[src/rtl/mem_arb_pkg.sv]
// Shared state encoding, op codes and default bus widths for the two-port memory arbiter.
package mem_arb_pkg;

  localparam int unsigned DEFAULT_DATA_WIDTH = 8;
  localparam int unsigned DEFAULT_ADDR_WIDTH = 4;

  localparam logic OP_READ  = 1'b0;
  localparam logic OP_WRITE = 1'b1;

  typedef enum logic [1:0] {
    IDLE  = 2'd0,
    ISSUE = 2'd1,
    WAIT  = 2'd2,
    RESP  = 2'd3
  } state_t;

endpackage

[src/rtl/mem_arb_rr.sv]
// Two-way round-robin winner select; i_prio names the requester that wins a tie.
module mem_arb_rr (
  input  logic i_req0,
  input  logic i_req1,
  input  logic i_prio,
  output logic o_valid_c,
  output logic o_grant_c
);

  assign o_valid_c = i_req0 | i_req1;

  always_comb begin
    o_grant_c = 1'b0;
    if (i_req0 && i_req1) begin
      o_grant_c = i_prio;
    end else if (i_req1) begin
      o_grant_c = 1'b1;
    end
  end

endmodule

[src/rtl/mem_arbiter.sv]
// Arbitrates two requesters onto one single-port memory; every access takes a fixed
// IDLE -> ISSUE -> WAIT -> RESP sequence with all outputs registered.
module mem_arbiter
  import mem_arb_pkg::*;
#(
  parameter int unsigned DATA_WIDTH = DEFAULT_DATA_WIDTH,
  parameter int unsigned ADDR_WIDTH = DEFAULT_ADDR_WIDTH
) (
  input  logic                  clk,
  input  logic                  reset,
  input  logic                  req0,
  input  logic                  req1,
  input  logic                  op0,
  input  logic                  op1,
  input  logic [ADDR_WIDTH-1:0] addr0,
  input  logic [ADDR_WIDTH-1:0] addr1,
  input  logic [DATA_WIDTH-1:0] data_in0,
  input  logic [DATA_WIDTH-1:0] data_in1,
  output logic                  ack0,
  output logic                  ack1,
  output logic [DATA_WIDTH-1:0] rdata0,
  output logic [DATA_WIDTH-1:0] rdata1,
  output logic                  busy,
  output logic                  mem_en,
  output logic                  mem_op,
  output logic [ADDR_WIDTH-1:0] mem_addr,
  output logic [DATA_WIDTH-1:0] mem_data_in,
  input  logic [DATA_WIDTH-1:0] mem_data_out
);

  state_t                r_state;
  state_t                w_state_nxt;

  logic                  r_prio;
  logic                  r_grant;
  logic                  r_op;
  logic [ADDR_WIDTH-1:0] r_addr;
  logic [DATA_WIDTH-1:0] r_wdata;
  logic [DATA_WIDTH-1:0] r_rdata0;
  logic [DATA_WIDTH-1:0] r_rdata1;
  logic                  r_mem_en;
  logic                  r_busy;
  logic                  r_ack0;
  logic                  r_ack1;

  logic                  w_valid;
  logic                  w_grant;
  logic                  w_load_cmd;
  logic                  w_load_rd;
  logic                  w_mem_en_nxt;
  logic                  w_busy_nxt;
  logic                  w_ack0_nxt;
  logic                  w_ack1_nxt;

  mem_arb_rr u_rr (
    .i_req0    (req0),
    .i_req1    (req1),
    .i_prio    (r_prio),
    .o_valid_c (w_valid),
    .o_grant_c (w_grant)
  );

  // State register
  always_ff @(posedge clk or posedge reset) begin
    if (reset) begin
      r_state <= IDLE;
    end else begin
      r_state <= w_state_nxt;
    end
  end

  // Next state: only IDLE looks at the requests
  always_comb begin
    w_state_nxt = r_state;
    case (r_state)
      IDLE:    if (w_valid) w_state_nxt = ISSUE;
      ISSUE:   w_state_nxt = WAIT;
      WAIT:    w_state_nxt = RESP;
      RESP:    w_state_nxt = IDLE;
      default: w_state_nxt = IDLE;
    endcase
  end

  // Next values of the registered outputs, decoded from the coming state
  always_comb begin
    w_load_cmd   = (r_state == IDLE) && w_valid;
    w_load_rd    = (r_state == WAIT) && (r_op == OP_READ);
    w_mem_en_nxt = (w_state_nxt == ISSUE);
    w_busy_nxt   = (w_state_nxt != IDLE);
    w_ack0_nxt   = (r_state == WAIT) && !r_grant;
    w_ack1_nxt   = (r_state == WAIT) && r_grant;
  end

  // Command latch, round-robin pointer, read-data and strobe registers
  always_ff @(posedge clk or posedge reset) begin
    if (reset) begin
      r_prio   <= 1'b0;
      r_grant  <= 1'b0;
      r_op     <= OP_READ;
      r_addr   <= '0;
      r_wdata  <= '0;
      r_rdata0 <= '0;
      r_rdata1 <= '0;
      r_mem_en <= 1'b0;
      r_busy   <= 1'b0;
      r_ack0   <= 1'b0;
      r_ack1   <= 1'b0;
    end else begin
      r_mem_en <= w_mem_en_nxt;
      r_busy   <= w_busy_nxt;
      r_ack0   <= w_ack0_nxt;
      r_ack1   <= w_ack1_nxt;
      if (w_load_cmd) begin
        r_grant <= w_grant;
        r_prio  <= ~w_grant;
        r_op    <= w_grant ? op1 : op0;
        r_addr  <= w_grant ? addr1 : addr0;
        r_wdata <= w_grant ? data_in1 : data_in0;
      end
      if (w_load_rd) begin
        if (r_grant) begin
          r_rdata1 <= mem_data_out;
        end else begin
          r_rdata0 <= mem_data_out;
        end
      end
    end
  end

  // The latched command doubles as the memory-side bus, so it holds outside ISSUE
  assign mem_en      = r_mem_en;
  assign mem_op      = r_op;
  assign mem_addr    = r_addr;
  assign mem_data_in = r_wdata;
  assign busy        = r_busy;
  assign ack0        = r_ack0;
  assign ack1        = r_ack1;
  assign rdata0      = r_rdata0;
  assign rdata1      = r_rdata1;

endmodule

[config.mk]
export PLATFORM = sky130hd
export DESIGN_NAME = mem_arbiter
export DESIGN_NICKNAME = d
export VERILOG_FILES = /design/src/rtl/mem_arb_pkg.sv /design/src/rtl/mem_arb_rr.sv /design/src/rtl/mem_arbiter.sv
export SDC_FILE = /design/constraint.sdc
export NUM_CORES = 1
export LEC_CHECK = 0
export BUFFER_PORTS_ARGS = -buffer_cell sky130_fd_sc_hd__buf_2
export CELL_PAD_IN_SITES_DETAIL_PLACEMENT = 0
export CELL_PAD_IN_SITES_GLOBAL_PLACEMENT = 1
export CORE_MARGIN = 5
export CORE_UTILIZATION = 38
export DETAILED_ROUTE_END_ITERATION = 16
export PLACE_DENSITY_LB_ADDON = 0.1
export SLEW_MARGIN = 10
export SYNTH_ARGS = -nofsm -noshare
export SYNTH_HDL_FRONTEND = slang
export SYNTH_SLANG_ARGS = --single-unit
[constraint.sdc]
create_clock -name clk -period 2.3 [get_ports clk]
set_input_delay 0.46 -clock clk [delete_from_list [all_inputs] [get_ports clk]]
set_output_delay 0.46 -clock clk [all_outputs]
set_load 0.02 [all_outputs]
==> flow_summary.json <==
{
  "status": "complete, no violations",
  "min_period_over_period_pct": 71.59,
  "placed_cell_area_um2": 1911,
  "design.final.nets": 221,
  "final_design_area_no_fill_um2": 1997,
  "setup-violations-final": 0,
  "p_sw_w": 0.001138,
  "worst_ir_drop_vdd_mv": 0.5914,
  "place.gp.congestion": 0.7777,
  "avgRoutedWirePerCell_um": 14.23,
  "cts_sinks": 37,
  "grt_usage_pct": 13.22,
  "sequentialPowerShare_pct": 38.3,
  "floorplan.core_area_um2": 3943,
  "vias_per_cell": 4.870,
  "cts-buffers-inserted": 5,
  "synth.ff_latch_count": 37,
  "swShare_pct": 38.49,
  "multi_input_area_um2": 545.5,
  "drv_slew": 0,
  "wire_length_of_the_first_global_routing_pass_mm": 5.382,
  "clkLatencyLatePin_ns": 0.27,
  "r2r_start": "r_state[0]",
  "floorplan.die.height_um": 73.17,
  "worstRegToRegCells": 4,
  "cts-root-buf": "sky130_fd_sc_hd__clkbuf_8",
  "cap_viol_max_count": 0,
  "fin_worst_skew_ns": 0.002099,
  "max_freq_mhz": 607.3,
  "yosys_warnings": 0,
  "worst-endpoint-required_ns": 2.46,
  "synth.area.mux_share_pct": 11.88,
  "post_cts_setup_buffers": 0,
  "seq_total_area_yosys_pct": 61.06,
  "final_antenna_net_count": 0,
  "worst-slew-pin-transition_ns": 0.6819,
  "synth-compound-area-share_pct": 11.63,
  "cts-hold-fix-buffers": 0,
  "rsz0062_at_grt": "no",
  "synthXorXnorAreaFrac_pct": 0,
  "max-slew-margin-rel_pct": 54.54,
  "final.hold.worst_slack_ns": 0.2809,
  "fillers": 369,
  "grt_pass1_vias": 1201,
  "areaGrowthSynthToFinish_pct": 31.68,
  "timing.hold.worst.class": "input pin to asynchronous set/reset pin",
  "worstSetupStartpointType": "register",
  "slowest_stage": "sky130_fd_sc_hd__nor3b_4",
  "number_of_drc_violations_after_detailed_routing_iteration_0": 61,
  "ff2ff_setup_slack_ns": 0.65,
  "drt-total-wl_mm": 3.272,
  "port-buffer-count": 70,
  "placed_wire_length_estimate_mm": 2.462,
  "num_antenna_cells": 0,
  "htree_num_levels": 2,
  "post_cts_resize_count": 0,
  "hold_viol_final": 0,
  "die-area_um2": 5354,
  "r2r_end": "rdata0[1]",
  "synthDistinctLibCells": 20,
  "synth-adder-area-share_pct": 2.475,
  "timing.critical_path.slowest_cell_delay_ns": 0.45,
  "period_minus_slack_ns": 1.647,
  "setup_tns_ns": 0,
  "cp_cell_sequence": "inv_1, ha_1, nor3b_4, mux2_2",
  "drc": 0,
  "drive_gt1_share_pct": 54.44,
  "grt_antenna_before_repair": 0,
  "syn-mean-instance-area_um2": 14.44,
  "share_clk_of_total_power_pct": 14.7,
  "worstPathMaxFanout": 8,
  "synth_simple_gate_area_share_pct": 9.983,
  "num_vias": 1120,
  "combinationalPowerShare_pct": 47.0,
  "synth_top_family_by_area": "multiplexers",
  "drt_pre_antenna_iters": 4,
  "num_io_pins": 71,
  "cts-root-to-sink-buffers": 2,
  "clock_tree_from_tritoncts": "built",
  "sequential_cell_area_um2": 925.9,
  "cell_internal_pwr_w": 0.001819,
  "mappedNetlistNets": 146,
  "power.density_nw_per_um2": 1481,
  "timing.critical_path.to_type": "register",
  "rows": 23,
  "crit_path_kind": "register to register",
  "cellLeakagePower_nw": 1.013,
  "synth.cell_area_um2": 1516,
  "crit_arrival_ns": 1.81,
  "grt.overflow.total": 0,
  "pin_count_of_the_biggest_net_entering_global_routing": 38,
  "syn-instance-count": 105,
  "clk_pin_slew_ns": 0.06,
  "floorplan.initialDensity_pct": 38.46,
  "dieWidth_um": 73.17
}
power groups by stage:
stage | Sequential [W] | Combinational [W] | Clock, W
after floorplan | 0.00149 | 0.000627 | 0
after global placement | 0.00114 | 0.00138 | 0
after detailed placement | 0.00114 | 0.00142 | 0
after CTS | 0.00114 | 0.00142 | 0.000457
after global routing | 0.00118 | 0.00152 | 0.000480
final | 0.00113 | 0.00139 | 0.000434
synthesized netlist by cell type, drive strengths merged:
cell     n  area share [%]
a21o     2            0.99
inv      5             1.2
buf      3             1.7
nand2    2            0.50
nand3b   1            0.74
mux2    16              12
and2    14             5.8
ha       3             2.5
nor3b    1             1.2
or4b     1            0.66
nor2b    1            0.41
nor2     1            0.25
a21oi    2             1.2
a221o   13             8.6
o21ai    2            0.91
dfrtp   37              61
nand2b   1            0.41
critical path, delay by kind of cell, from the launching register on:
kind / cells / cell delay, ns
adders and majority gates: 1 / 0.22
and+or+nand+nor: 1 / 0.45
buffers and inverters: 1 / 0.10
muxes: 1 / 0.40
DFF: 1 / 0.37
state kept, by name (all words and copies together) (netlist names), 2 cells and up:
| name | cells |
|---|---|
| rdata1 | 8 |
| mem_addr | 4 |
| rdata0 | 8 |
| r_state | 2 |
| mem_data_in | 8 |
cells by family after synthesis:
family	Yosys count
AO/OA/AOI/OAI	19
adder cells (fa/ha/maj)	3
buffers and inverters	8
flip-flops	37
multiplexers	16
AND/OR/NAND/NOR	22
per-layer routing:
layer  routed length [µm]  global-route usage, %
met2                 1662                  23.44
met4                   16                  4.918
met1                 1221                  14.34
met5                    0                      0
met3                  372                  4.683
stage by stage:
step / setup slack [ns] / util, % / power (W) / std cells
after CTS: 0.6246 / 50.65 / 0.003014 / 230
after global routing: 0.5192 / 50.65 / 0.003178 / 230
after detailed placement: 0.6460 / 48.46 / 0.002564 / 223
final: 0.6534 / 50.65 / 0.002957 / 230
after floorplan: 0.8250 / - / 0.002118 / 105
after global placement: 0.6958 / 48.46 / 0.002515 / 223
worst max-delay path by stage:
stage	startpoint	endpoint	slack, ns
floorplan	r_state[0]	rdata0[0]	0.82
global placement	r_state[0]	mem_addr[3]	0.70
detailed placement	r_state[0]	rdata0[1]	0.65
CTS	r_state[0]	mem_data_in[1]	0.62
global route	r_state[0]	rdata0[1]	0.52
finish	r_state[0]	rdata0[1]	0.65
cells in the final DEF (no fill, tap or decap), types with 2 or more instances in the layout:
| master | count |
|---|---|
| sky130_fd_sc_hd__and2_1 | 3 |
| sky130_fd_sc_hd__a21oi_2 | 2 |
| sky130_fd_sc_hd__a221o_1 | 13 |
| sky130_fd_sc_hd__dfrtp_1 | 37 |
| sky130_fd_sc_hd__a21o_1 | 2 |
| sky130_fd_sc_hd__ha_1 | 3 |
| sky130_fd_sc_hd__buf_2 | 70 |
| sky130_fd_sc_hd__inv_1 | 5 |
| sky130_fd_sc_hd__and2_0 | 11 |
| sky130_fd_sc_hd__clkbuf_8 | 6 |
| sky130_fd_sc_hd__nand2_1 | 2 |
| sky130_fd_sc_hd__mux2_2 | 16 |
final cells by class:
| cell class | instances | share of cell area [%] |
|---|---|---|
| multi-input combinational | 60 | 27.32 |
| timing repair buffer | 71 | 17.92 |
| sequential | 37 | 46.37 |
| clock buffer | 7 | 4.323 |
| inverter | 5 | 0.9398 |
| tap | 50 | 3.133 |
Power figures use the tool's default switching activity.
